File: src/rtl/reg_file_pkg.sv
// Shared widths, opcodes and FSM state encoding for the register-file access controller.
package reg_file_pkg;

  localparam int unsigned DATA_W = 16;
  localparam int unsigned ADDR_W = 3;

  typedef enum logic [1:0] {
    OpRsv   = 2'b00,
    OpRead  = 2'b01,
    OpWrite = 2'b10,
    OpAdd   = 2'b11
  } op_e;

  typedef enum logic [2:0] {
    StIdle    = 3'd0,
    StRdIssue = 3'd1,
    StRdWait  = 3'd2,
    StWrIssue = 3'd3,
    StResp    = 3'd4
  } state_e;

endpackage

File: src/rtl/reg_file_access_ctrl_if.sv
// Host-side request/response handshake bundle for reg_file_access_ctrl.
interface reg_file_access_ctrl_if #(
  parameter int unsigned DataW = reg_file_pkg::DATA_W,
  parameter int unsigned AddrW = reg_file_pkg::ADDR_W
);

  logic             req_valid;
  logic             req_ready;
  logic [1:0]       req_op;
  logic [AddrW-1:0] req_addr;
  logic [DataW-1:0] req_data;
  logic             rsp_valid;
  logic             rsp_ready;
  logic [DataW-1:0] rsp_data;
  logic             rsp_carry;
  logic             rsp_err;

  modport host (
    output req_valid, req_op, req_addr, req_data, rsp_ready,
    input  req_ready, rsp_valid, rsp_data, rsp_carry, rsp_err
  );

  modport ctrl (
    input  req_valid, req_op, req_addr, req_data, rsp_ready,
    output req_ready, rsp_valid, rsp_data, rsp_carry, rsp_err
  );

endinterface

File: src/rtl/reg_file_access_ctrl.sv
// Single-command front-end for the 8x16 register file: READ, WRITE and ADD (read-modify-write),
// sequencing the file's one-cycle registered read latency and returning one response per command.
module reg_file_access_ctrl
  import reg_file_pkg::*;
#(
  parameter int unsigned DataW = DATA_W,
  parameter int unsigned AddrW = ADDR_W
) (
  input  logic                 clk_i,
  input  logic                 rst_ni,
  reg_file_access_ctrl_if.ctrl host_io,
  output logic                 rf_rd_en_o,
  output logic                 rf_wr_en_o,
  output logic [AddrW-1:0]     rf_addr_o,
  output logic [DataW-1:0]     rf_wr_data_o,
  input  logic [DataW-1:0]     rf_rd_data_i
);

  state_e           state_q, state_d;
  op_e              op_q, op_d;
  logic [AddrW-1:0] addr_q, addr_d;
  logic [DataW-1:0] data_q, data_d;
  logic [DataW-1:0] rsp_data_q, rsp_data_d;
  logic             rsp_carry_q, rsp_carry_d;
  logic             rsp_err_q, rsp_err_d;
  logic [DataW:0]   sum;

  assign sum = {1'b0, rf_rd_data_i} + {1'b0, data_q};

  always_ff @(posedge clk_i) begin
    if (!rst_ni) begin
      state_q     <= StIdle;
      op_q        <= OpRsv;
      addr_q      <= '0;
      data_q      <= '0;
      rsp_data_q  <= '0;
      rsp_carry_q <= 1'b0;
      rsp_err_q   <= 1'b0;
    end else begin
      state_q     <= state_d;
      op_q        <= op_d;
      addr_q      <= addr_d;
      data_q      <= data_d;
      rsp_data_q  <= rsp_data_d;
      rsp_carry_q <= rsp_carry_d;
      rsp_err_q   <= rsp_err_d;
    end
  end

  always_comb begin
    state_d     = state_q;
    op_d        = op_q;
    addr_d      = addr_q;
    data_d      = data_q;
    rsp_data_d  = rsp_data_q;
    rsp_carry_d = rsp_carry_q;
    rsp_err_d   = rsp_err_q;
    unique case (state_q)
      StIdle: begin
        if (host_io.req_valid) begin
          op_d        = op_e'(host_io.req_op);
          addr_d      = host_io.req_addr;
          data_d      = host_io.req_data;
          rsp_data_d  = '0;
          rsp_carry_d = 1'b0;
          rsp_err_d   = 1'b0;
          case (op_e'(host_io.req_op))
            OpRead, OpAdd: state_d = StRdIssue;
            OpWrite:       state_d = StWrIssue;
            default: begin
              state_d   = StResp;
              rsp_err_d = 1'b1;
            end
          endcase
        end
      end
      StRdIssue: state_d = StRdWait;
      StRdWait: begin
        // ADD reuses data_q to carry the sum into the write-issue cycle.
        if (op_q == OpAdd) begin
          data_d      = sum[DataW-1:0];
          rsp_carry_d = sum[DataW];
          state_d     = StWrIssue;
        end else begin
          rsp_data_d = rf_rd_data_i;
          state_d    = StResp;
        end
      end
      StWrIssue: begin
        rsp_data_d = data_q;
        state_d    = StResp;
      end
      StResp: begin
        if (host_io.rsp_ready) state_d = StIdle;
      end
      default: state_d = StIdle;
    endcase
  end

  assign host_io.req_ready = (state_q == StIdle);
  assign host_io.rsp_valid = (state_q == StResp);
  assign host_io.rsp_data  = rsp_data_q;
  assign host_io.rsp_carry = rsp_carry_q;
  assign host_io.rsp_err   = rsp_err_q;

  // RF pins depend only on registered state so the file never sees a host-side glitch.
  assign rf_rd_en_o   = (state_q == StRdIssue);
  assign rf_wr_en_o   = (state_q == StWrIssue);
  assign rf_addr_o    = (rf_rd_en_o || rf_wr_en_o) ? addr_q : '0;
  assign rf_wr_data_o = rf_wr_en_o ? data_q : '0;

endmodule

File: src/flat_wrapper.sv
// flat-port wrapper written by rule: the top's interface ports become plain ports
module reg_file_access_ctrl_flat import reg_file_pkg::*;
#(
  parameter int unsigned DataW = DATA_W,
  parameter int unsigned AddrW = ADDR_W
)
  (clk_i, rst_ni, rf_rd_en_o, rf_wr_en_o, rf_addr_o, rf_wr_data_o, rf_rd_data_i, host_io_req_valid, host_io_req_op, host_io_req_addr, host_io_req_data, host_io_rsp_ready, host_io_req_ready, host_io_rsp_valid, host_io_rsp_data, host_io_rsp_carry, host_io_rsp_err);
  reg_file_access_ctrl_if #(.DataW(DataW), .AddrW(AddrW)) host_io_i ();
  input  logic clk_i;
  input  logic rst_ni;
  output logic rf_rd_en_o;
  output logic rf_wr_en_o;
  output logic [AddrW-1:0] rf_addr_o;
  output logic [DataW-1:0] rf_wr_data_o;
  input  logic [DataW-1:0] rf_rd_data_i;
  input wire logic [$bits(host_io_i.req_valid)-1:0] host_io_req_valid;
  input wire logic [$bits(host_io_i.req_op)-1:0] host_io_req_op;
  input wire logic [$bits(host_io_i.req_addr)-1:0] host_io_req_addr;
  input wire logic [$bits(host_io_i.req_data)-1:0] host_io_req_data;
  input wire logic [$bits(host_io_i.rsp_ready)-1:0] host_io_rsp_ready;
  output wire logic [$bits(host_io_i.req_ready)-1:0] host_io_req_ready;
  output wire logic [$bits(host_io_i.rsp_valid)-1:0] host_io_rsp_valid;
  output wire logic [$bits(host_io_i.rsp_data)-1:0] host_io_rsp_data;
  output wire logic [$bits(host_io_i.rsp_carry)-1:0] host_io_rsp_carry;
  output wire logic [$bits(host_io_i.rsp_err)-1:0] host_io_rsp_err;
  assign host_io_i.req_valid = host_io_req_valid;
  assign host_io_i.req_op = host_io_req_op;
  assign host_io_i.req_addr = host_io_req_addr;
  assign host_io_i.req_data = host_io_req_data;
  assign host_io_i.rsp_ready = host_io_rsp_ready;
  assign host_io_req_ready = host_io_i.req_ready;
  assign host_io_rsp_valid = host_io_i.rsp_valid;
  assign host_io_rsp_data = host_io_i.rsp_data;
  assign host_io_rsp_carry = host_io_i.rsp_carry;
  assign host_io_rsp_err = host_io_i.rsp_err;
  reg_file_access_ctrl #(.DataW(DataW), .AddrW(AddrW)) u_core (.clk_i(clk_i), .rst_ni(rst_ni), .host_io(host_io_i), .rf_rd_en_o(rf_rd_en_o), .rf_wr_en_o(rf_wr_en_o), .rf_addr_o(rf_addr_o), .rf_wr_data_o(rf_wr_data_o), .rf_rd_data_i(rf_rd_data_i));
endmodule
File: config.mk
export PLATFORM = sky130hd
export DESIGN_NAME = reg_file_access_ctrl_flat
export DESIGN_NICKNAME = d
export VERILOG_FILES = /design/src/rtl/reg_file_pkg.sv /design/src/rtl/reg_file_access_ctrl_if.sv /design/src/rtl/reg_file_access_ctrl.sv /design/src/flat_wrapper.sv
export SDC_FILE = /design/constraint.sdc
export NUM_CORES = 1
export LEC_CHECK = 0
export ABC_AREA = 1
export BUFFER_PORTS_ARGS = -buffer_cell sky130_fd_sc_hd__buf_2
export CAP_MARGIN = 25
export CORE_MARGIN = 2
export CORE_UTILIZATION = 40
export CTS_CLUSTER_SIZE = 10
export DETAILED_ROUTE_END_ITERATION = 10
export PLACE_DENSITY_LB_ADDON = 0.15
export SYNTH_ARGS = -nofsm -noshare
export SYNTH_HDL_FRONTEND = slang
export SYNTH_SLANG_ARGS = --single-unit
export TNS_END_PERCENT = 50
File: constraint.sdc
create_clock -name clk_i -period 2.15 [get_ports clk_i]
set_clock_uncertainty 0.15 [all_clocks]
set_input_delay 0.43 -clock clk_i [delete_from_list [all_inputs] [get_ports clk_i]]
set_output_delay 0.43 -clock clk_i [all_outputs]
set_load 0.01 [all_outputs]
==> impl_results.md, run 1 <==
* Status: finished, final reports clean
* Antenna violations before repair at 0
* Worst setup EP type: output port
* Max VDD drop at about 0.00026 V
* Synthesized instance count at 491
* Drt first pass iters at 5
* Cell with the most instances after synthesis: nand2_1
* Core ar. at between 7000 and 8000 um^2
* Fin crit period at between 2 and 2.5 ns
* Mean area per synthesized cell at between 6 and 7 um^2
* Avg WL per Cell at between 10 and 15 um
* FMAX at slightly below 500 MHz
* Total congestion overflow at 0
* Post-synth EDFFs at 0
* Worst-path maximum fanout at 8
* DR vias/cell at ~4.8
* Worst Hold Margin at roughly 0.20 ns
* First-pass GRT wire length at 13800 um
* CP Launch Type: flip-flop
* CP Class: flip-flop to output port
* DP Wirelength at around 6500 um
* Share of the synthesized area in the top cell type at 28.2%
* Starting Density at 41.1%
* Die W at approximately 90 um
* Vias at about 3300
* Root Buffer: clkbuf_8
* I/O Buffers at around 80
* Final #Nets at 635
* # setup viols final at 0
* Sequential-to-total area share from yosys stat at between 20% and 30%
* Final-report max-slew violation count at 0
* List of most frequent post-synthesis cells: nand2_1 (122), inv_1 (85), nor2_1 (58)
* Netlist cell types at 32
* Fin Setup TNS at 0 ns
* Clock sinks at 42
* Die ar. at approximately 8000 um^2
* Mapped Area at about 3000 um^2
* Clk buf depth at 2
* CP required at approximately 1.6 ns
* # rows at 31
* Remaining antenna violation count at 0
* Filler cells at 800
* Clock transition at path regs at roughly 0.08 ns
* Cts hold-fix bufs at 0
* Largest net degree at the start of global routing at 33
* Multi-input gate area at 1740 um^2
* Async SR Flop Fraction at 0%
* Reg area at ~840 um^2
* Least-Margin Pin Slew at 0.615 ns
* Clock tree from TritonCTS: done
* Diodes inserted at 0
* Tightest Hold Check Type: input port to flip-flop
* Max_slew headroom at 59.0%
* Most area-consuming cells after synthesis: dfxtp_1 (28%), nand2_1 (15%), inv_1 (11%)
* Routability cong. at 0.885
* Layout cells sized above 1 at a little over a fifth
* Most used DFF post-synth: dfxtp_1
* Yosys reg bits at 42
* Clk_lat worst skew at about 0.29 ns
* RSZ-0062 raised after global routing: no
* Max Cap Violations at 0
* Period Utilization, post-route at 96.1%
* Pwr/cell area at roughly 750 nW/um^2
* Final Hold Viols at 0
* Critical path arrival at roughly 1.5 ns
* Tot GR Track Use at a little over 20%
* IO Pins at 82
* Area growth, synth to finish at 22.7%
* TritonCTS buffer count at 5
* DR DRC count at 0
* Drt total wl at 8790 um
* Syn_nets at 549
* Die Span Y at ~90 um
* CTS HTree Levels at 2
* Syn. warnings at 0
* Number of global-route vias before repair at slightly below 3000
* Iteration-0 DRC Markers at 151
* Post-synth top area cell: dfxtp_1
* Leakage at about 0.0019 uW
cell usage in the layout (no fill, tap or decap), types with 2 or more instances in the layout:
| master | instances |
|---|---|
| a21oi_1 | 46 |
| a31oi_1 | 3 |
| and2_1 | 2 |
| buf_12 | 2 |
| buf_2 | 81 |
| buf_4 | 8 |
| clkbuf_8 | 5 |
| clkinv_2 | 2 |
| dfxtp_1 | 41 |
| ha_1 | 15 |
| inv_1 | 85 |
| inv_2 | 4 |
| inv_6 | 2 |
| nand2_1 | 122 |
| nand3_1 | 24 |
| nor2_1 | 54 |
| nor2_2 | 6 |
| nor2_4 | 3 |
| nor3_1 | 5 |
| o21ai_0 | 33 |
| o21ai_1 | 14 |
| or2_2 | 3 |
| xor2_1 | 4 |
cell type report:
cell class / count / share of cell area [%]
Timing Repair Buffer: 91 / 13.8
Multi-Input combinational cell: 345 / 47.5
Inverter: 90 / 9.58
Tap cell: 99 / 3.39
Clock inverter: 2 / 0.274
Timing Repair inverter: 2 / 0.479
Sequential cell: 42 / 23.1
Clock buffer: 5 / 1.88
through the flow:
step | total power [uW] | worst slack, ns | cells | utilization [%] | cell area (um^2)
2_1_floorplan | 1900 | 0.191 | 491 | - | 2980
3_3_place_gp | 2220 | -0.0172 | 661 | 47.9 | 3470
3_5_place_dp | 2240 | -0.0593 | 661 | 47.9 | 3470
4_1_cts | 2730 | 0.0200 | 668 | 49.0 | 3560
5_1_grt | 2980 | 0.0151 | 676 | 50.4 | 3660
6_report | 2750 | 0.0840 | 676 | 50.4 | 3660
final timing paths:
| kind | startpoint | end | slack, ns | cells after the start |
|---|---|---|---|---|
| max | u_core.state_q[0] | rf_wr_data_o[8] | 0.08 | 8 |
| min | host_io_req_valid | u_core.op_q[0] | 0.20 | 2 |
| max reg2reg | u_core.data_q[0] | u_core.data_q[12] | 0.19 | 11 |
| min reg2reg | u_core.host_io.rsp_data[4] | u_core.host_io.rsp_data[4] | 0.29 | 2 |
routing by layer:
layer | global-route usage, % | vias to the layer above | wire (um)
met5 | 0 | - | 0
met3 | 3.34 | 15 | 434
met4 | 6.41 | 0 | 148
met1 | 28.2 | 1447 | 4160
met2 | 32.2 | 89 | 4040
li1 | - | 1712 | -
kinds of logic after synthesis:
logic type	count (synthesis)	share of synthesized area, %
fa+ha+maj	17	7.39
flops	42	28.2
compound gates	101	17.7
xor+xnor	4	1.18
simple gates	222	31.3
buf+inv	105	14.2
worst max-delay path, stage by stage, from the launching register on:
cell	delay [ns]
dfxtp_4	0.37
inv_1	0.05
nor2_2	0.08
inv_2	0.08
nor2_4	0.14
buf_12	0.13
clkinv_8	0.06
nor2_1	0.13
buf_2	0.15
repair_timing:
action | in CTS | in global routing
pin swaps | 0 | 2
buffers inserted | 0 | 5
hold endpoints to repair | 0 | 0
endpoints found under the setup margin | 11 | 21
resized for setup | 1 | 11
cloned | 0 | 3
state kept, by name (all words and copies together) (netlist names):
name and cells:
u_core.addr_q 3, u_core.data_q 16, u_core.host_io.rsp_carry 1, u_core.host_io.rsp_err 1, u_core.state_q 3, u_core.host_io.rsp_data 16
u_core.op_q 2
where the power goes:
group | internal, uW | switching [uW] | total, uW
clock network | 219 | 276 | 495
registers | 932 | 94.2 | 1030
logic | 448 | 783 | 1230
total | 1600 | 1150 | 2750
No activity file was read; power rests on OpenSTA's default activity.
==> run 2, diff against run 1 <==
clock period = 1.88 ns   (was 2.15 ns; I/O delays follow)
==> run 2 against run 1 <==
  * The run now ends with negative setup slack left
  * Highest routed layer unchanged
  * Clock-buffer cell count up 1
  * Core utilization increased by 7.7 points
  * Worst setup slack lost 0.10 ns
  * Sequential share of layout area decreased by 2.9 points
  * Sequential cell count unchanged
  * Combinational power increased by 36%
  * Sequential power increased by 15%
  * Largest cell class unchanged
==> impl_results.md, run 2 (same netlist as run 1, synthesis figures left out) <==
* RSZ-0062 raised after global routing: yes
* Violated checks: negative setup slack
* Drt total wl at slightly above 9000 um
* # rows at 31
* Antenna violations before repair at 0
* CP Launch Type: flip-flop
* Cts hold-fix bufs at 0
* Most frequent cells in the layout: nand2_1 (112), inv_1 (83), buf_2 (68)
* Delay-heaviest family, CP: buffers and inverters
* Clock sinks at 42
* Internal Power at 2040 uW
* Most used cell, CP: nor2_4
* Fin Setup TNS at -0.0202 ns
* Most common cell after layout, fill and taps aside: nand2_1
* Root Buffer: clkbuf_8
* Max Cap Violations at 0
* Final #Nets at approximately 660
* # setup viols final at 2
* TritonCTS buffer count at 5
* DR DRC count at 0
* Final Hold Viols at 0
* I/O Buffers at 81
* Max_slew headroom at around 60%
* Starting Density at 41.1%
* Sw power at 1440 uW
* CP peak stage delay at 0.37 ns
* Area growth, synth to finish at 41.5%
* Vias at 3397
* DR vias/cell at just under 5
* Leakage at a little over 0.002 uW
* Worst Path Buf+Inv at 4
* Avg WL per Cell at between 10 and 15 um
* First-pass GRT wire length at 14900 um
* Clk_lat worst skew at approximately 0.3 ns
* Diodes inserted at 0
* CP max-delay cell: dfxtp_4
* CP required at approximately 1.4 ns
* Core ar. at slightly above 7000 um^2
* CP Class: flip-flop to output port
* Clk buf depth at 2
* Tot GR Track Use at roughly 22%
* Total congestion overflow at 0
* Die ar. at slightly above 8000 um^2
* Largest net degree at the start of global routing at 33
* Period Utilization, post-route at 101%
* Max VDD drop at roughly 0.00035 V
* IO Pins at 82
* Gate power share at a little under half
* Critical path arrival at 1.37 ns
* Fin crit period at around 1.9 ns
* FMAX at roughly 530 MHz
* Die W at 90.3 um
* CTS HTree Levels at 2
* Die Span Y at between 90 and 100 um
* Final Worst Setup Slack at -0.0191 ns
* Finished Core Util at between 50% and 60%
* Sw Share at 41.3%
* Worst-path maximum fanout at 8
* Remaining antenna violation count at 0
* DP Wirelength at about 6800 um
* Number of global-route vias before repair at 3169
* Final-report max-slew violation count at 0
* Pwr/cell area at 826 nW/um^2
* Worst setup EP type: output port
* Sequential power share at 34.0%
* Power Total at 3480 uW
* Drt first pass iters at 5
* Iteration-0 DRC Markers at roughly 110
* Critical Path, Cell by Cell: nor2_4 -> inv_2 -> nor2_4 -> buf_12 -> inv_16 -> nor2_1 -> buf_2
* Tightest Hold Check Type: input port to flip-flop
* Routability cong. at between 0.8 and 0.9
* Clock network power share at between 10% and 20%
* Clock tree from TritonCTS: done
* Layout cells sized above 1 at a little under a third
* Least-Margin Pin Slew at between 0.6 and 0.7 ns
* Status: finished with violations
* Clock transition at path regs at about 0.09 ns
[run 2: cell count changes in the layout (fill, tap and decap cells not counted), sizes merged]
cell	previous run	this run
clkbuf	5	6
nor2	63	62
clkinvlp	0	1
buf	91	115
clkinv	3	1
inv	91	92
[run 2: worst paths after layout]
check,slack (ns),depth (start not counted),to,from
setup / recovery,-0.02,7,rf_wr_data_o[3],u_core.state_q[2]
hold / removal,0.13,2,u_core.op_q[0],host_io_req_valid
setup reg to reg,0.04,11,u_core.data_q[12],u_core.data_q[0]
hold reg to reg,0.29,2,u_core.host_io.rsp_data[14],u_core.host_io.rsp_data[14]
[run 2: metrics by stage]
step	instance area (um^2)	instances	hold WS, ns	worst slack, ns
5_1_grt	4220	700	0.139	-0.0933
4_1_cts	3890	699	0.133	-0.0394
3_3_place_gp	3670	685	0.279	-0.228
3_5_place_dp	3670	685	0.282	-0.271
2_1_floorplan	2980	491	0.280	0.00572
6_report	4220	700	0.133	-0.0191
[run 2: metal layers]
metal  part of all wire, %  track usage [%]  routed length (um)  vias up
met5                     0                0                   0        -
met4                   1.8             7.18                 165        0
met3                   3.5             2.34                 318       15
met2                    48             37.2                4420       75
met1                    46             29.7                4260     1544
li1                      -                -                   -     1763
[run 2: cell type report]
| type | instances | area (um^2) |
|---|---|---|
| Inverter | 90 | 357 |
| Timing Repair Buffer | 115 | 783 |
| Sequential cell | 42 | 851 |
| Clock buffer | 6 | 82.6 |
| Tap cell | 99 | 124 |
| Fill cell | 731 | 3040 |
| Clock inverter | 2 | 12.5 |
| Timing Repair inverter | 2 | 26.3 |
| Multi-Input combinational cell | 344 | 1980 |
[run 2: power by group through the flow]
stage	Sequential (uW)	Combinational (uW)	Clock, uW
after floorplan	1220	956	0
after global placement	1180	1470	0
after detailed placement	1190	1490	0
after CTS	1170	1540	641
after global routing	1210	1870	687
final	1180	1670	632
[run 2: timing repair]
| item | 4_1_cts | 5_1_grt |
|---|---|---|
| pin swaps | 2 | 5 |
| setup endpoints to repair | 27 | 41 |
| gates cloned | 2 | 0 |
| gates resized for setup | 28 | 68 |
| setup buffers | 4 | 1 |
==> run 3, diff against run 2 <==
ABC_AREA = unset   (was 1)
TNS_END_PERCENT = unset   (was 50)
==> run 3 against run 2 <==
  * The run still ends with negative setup slack left
  * Core utilization up 3.5 points
  * Synthesized cell count down 31%
  * First-iteration DRC count is 17% higher
==> impl_results.md, run 3 <==
* Die ar. at around 7400 um^2
* Most common cell after layout, fill and taps aside: buf_2
* Sw power at around 1100 uW
* Root Buffer: clkbuf_8
* TritonCTS buffer count at 5
* CTS HTree Levels at 2
* CP Class: flip-flop to flip-flop
* CP max-delay cell: fa_2
* Antenna violations before repair at 0
* Netlist cell types at a little over 50
* Violated checks: negative setup slack
* CP Launch Type: flip-flop
* DR vias/cell at 5.48
* Tightest Hold Check Type: input port to flip-flop
* Leakage at approximately 0.0019 uW
* Yosys reg bits at 42
* Total congestion overflow at 0
* Max_slew headroom at ~70%
* Critical Path, Cell by Cell: ha_4 -> fa_2 -> a21o_4 -> a311oi_4 -> o21ai_2 -> a21boi_2 -> nor3_1 -> o31a_1
* Largest net degree at the start of global routing at 35
* Starting Density at 41.9%
* Clock sinks at 42
* # rows at 29
* Sequential-to-total area share from yosys stat at between 30% and 40%
* Share of the synthesized area in the top cell type at a little under a third
* Area growth, synth to finish at 47.3%
* Post-synth top area cell: dfxtp_1
* CP peak stage delay at ~0.35 ns
* List of most frequent post-synthesis cells: a21oi_1 (55), dfxtp_1 (42), nand2_1 (38)
* Die W at approximately 86 um
* Most used DFF post-synth: dfxtp_1
* Pwr/cell area at 756 nW/um^2
* Async SR Flop Fraction at 0%
* Syn_nets at about 400
* Max VDD drop at ~0.00037 V
* Die Span Y at around 86 um
* Final-report max-slew violation count at 0
* DR DRC count at 0
* Clk_lat worst skew at ~0.29 ns
* Drt total wl at 8780 um
* Worst setup EP type: flip-flop
* Tot GR Track Use at roughly a quarter
* Internal Power at between 1500 and 2000 uW
* Clock transition at path regs at 0.09 ns
* Post-synth EDFFs at 0
* Synthesized instance count at 341
* Least-Margin Pin Slew at about 0.43 ns
* Mapped Area at 2710 um^2
* Fin Setup TNS at -2.44 ns
* Final Hold Viols at 0
* Cell with the most instances after synthesis: a21oi_1
* Sequential power share at a little over a third
* Clock network power share at a little over a fifth
* Number of global-route vias before repair at around 2900
* RSZ-0062 raised after global routing: yes
* Cts hold-fix bufs at 0
* Remaining antenna violation count at 0
* Sw Share at a little over a third
* Status: finished with violations
* Avg WL per Cell at 16.1 um
* Worst Hold Margin at 0.162 ns
* Iteration-0 DRC Markers at about 130
* Vias at 2992
* Max Cap Violations at 0
* Syn. warnings at 0
* Critical path arrival at 2.20 ns
* Period Utilization, post-route at 115%
* Diodes inserted at 0
* Fin crit period at around 2.2 ns
* Drt first pass iters at 4
* Layout cells sized above 1 at a little over two fifths
* Clk buf depth at 2
* I/O Buffers at just over 80
* Clock tree from TritonCTS: done
* Worst-path maximum fanout at 3
* FMAX at ~460 MHz
* Core ar. at approximately 6500 um^2
* Mean area per synthesized cell at slightly below 8 um^2
* Most area-consuming cells after synthesis: dfxtp_1 (31%), a21oi_1 (10%), ha_1 (7.4%)
* DP Wirelength at around 6400 um
* Most frequent cells in the layout: buf_2 (80), buf_4 (52), a21oi_1 (51)
* CP required at about 1.9 ns
* Routability cong. at around 0.9
* Flop2flop setup slack at -0.28 ns
* Gate power share at a little over two fifths
* Final #Nets at about 530
* Final Worst Setup Slack at -0.279 ns
* Worst slack at placement at -0.567 ns
* # setup viols final at 25
* First-pass GRT wire length at around 14000 um
* IO Pins at around 80
## run 3: worst paths after layout
| path | startpoint | end | cells past startpoint |
|---|---|---|---|
| setup / recovery | u_core.data_q[0] | u_core.host_io.rsp_carry | 8 |
| hold / removal | host_io_req_addr[1] | u_core.addr_q[1] | 3 |
| setup reg to reg | u_core.data_q[0] | u_core.host_io.rsp_carry | 8 |
| hold reg to reg | u_core.addr_q[0] | u_core.addr_q[0] | 2 |
## run 3: area by class of cell
| cell class | instances | area, um^2 |
|---|---|---|
| multi-input cells | 275 | 2030 |
| clock inverters | 2 | 12.5 |
| flip-flops and latches | 42 | 853 |
| repair buffers | 141 | 901 |
| well taps | 77 | 96.3 |
| fillers | 576 | 2470 |
| clock buffers | 6 | 82.6 |
| inverters | 3 | 11.3 |
## run 3: logic make-up (layout without fill, tap and decap cells)
kind of cell,Yosys count,in the layout,synth area share (%)
AO/OA/AOI/OAI,125,125,30.7
AND/OR/NAND/NOR,119,119,21.3
flip-flops,42,42,31.1
buffers and inverters,24,152,4.16
adder cells (fa/ha/maj),17,17,8.14
XOR/XNOR,13,13,4.21
multiplexers,1,1,0.370
## run 3: through the flow
step           cells  power [uW]  instance area (um^2)  utilization [%]
5_1_grt          546        3200                  3980             61.7
2_1_floorplan    341        1770                  2770                -
6_report         546        3010                  3980             61.7
3_5_place_dp     527        2210                  3560             55.1
3_3_place_gp     527        2180                  3560             55.1
4_1_cts          541        2940                  3850             59.6
## run 3: per-layer routing
metal  wire length [um]  up-vias  GRT usage (%)
met1               4050     1393           32.7
met3                449       10           2.86
met4                132        0           6.11
met2               4150       83           39.3
met5                  0        -              0
li1                   -     1506              -
## run 3: critical path: cells and delay by family, from the launching register on
kind            cells  cell delay [ns]
flops               1             0.34
fa+ha+maj           2             0.51
simple gates        1             0.07
compound gates      5             0.99
## run 3: what timing repair did
action | CTS | global route
pin swaps | 16 | 24
endpoints found under the setup margin | 33 | 35
buffers inserted | 5 | 5
gates resized for setup | 37 | 17
gates cloned | 1 | 0
## run 3: power groups by stage
| stage | sequential [uW] | combinational, uW | clock, uW |
|---|---|---|---|
| after floorplan | 1090 | 673 | 0 |
| after global placement | 1090 | 1100 | 0 |
| after detailed placement | 1090 | 1110 | 0 |
| after CTS | 1080 | 1210 | 652 |
| after global routing | 1090 | 1430 | 678 |
| final | 1080 | 1300 | 634 |
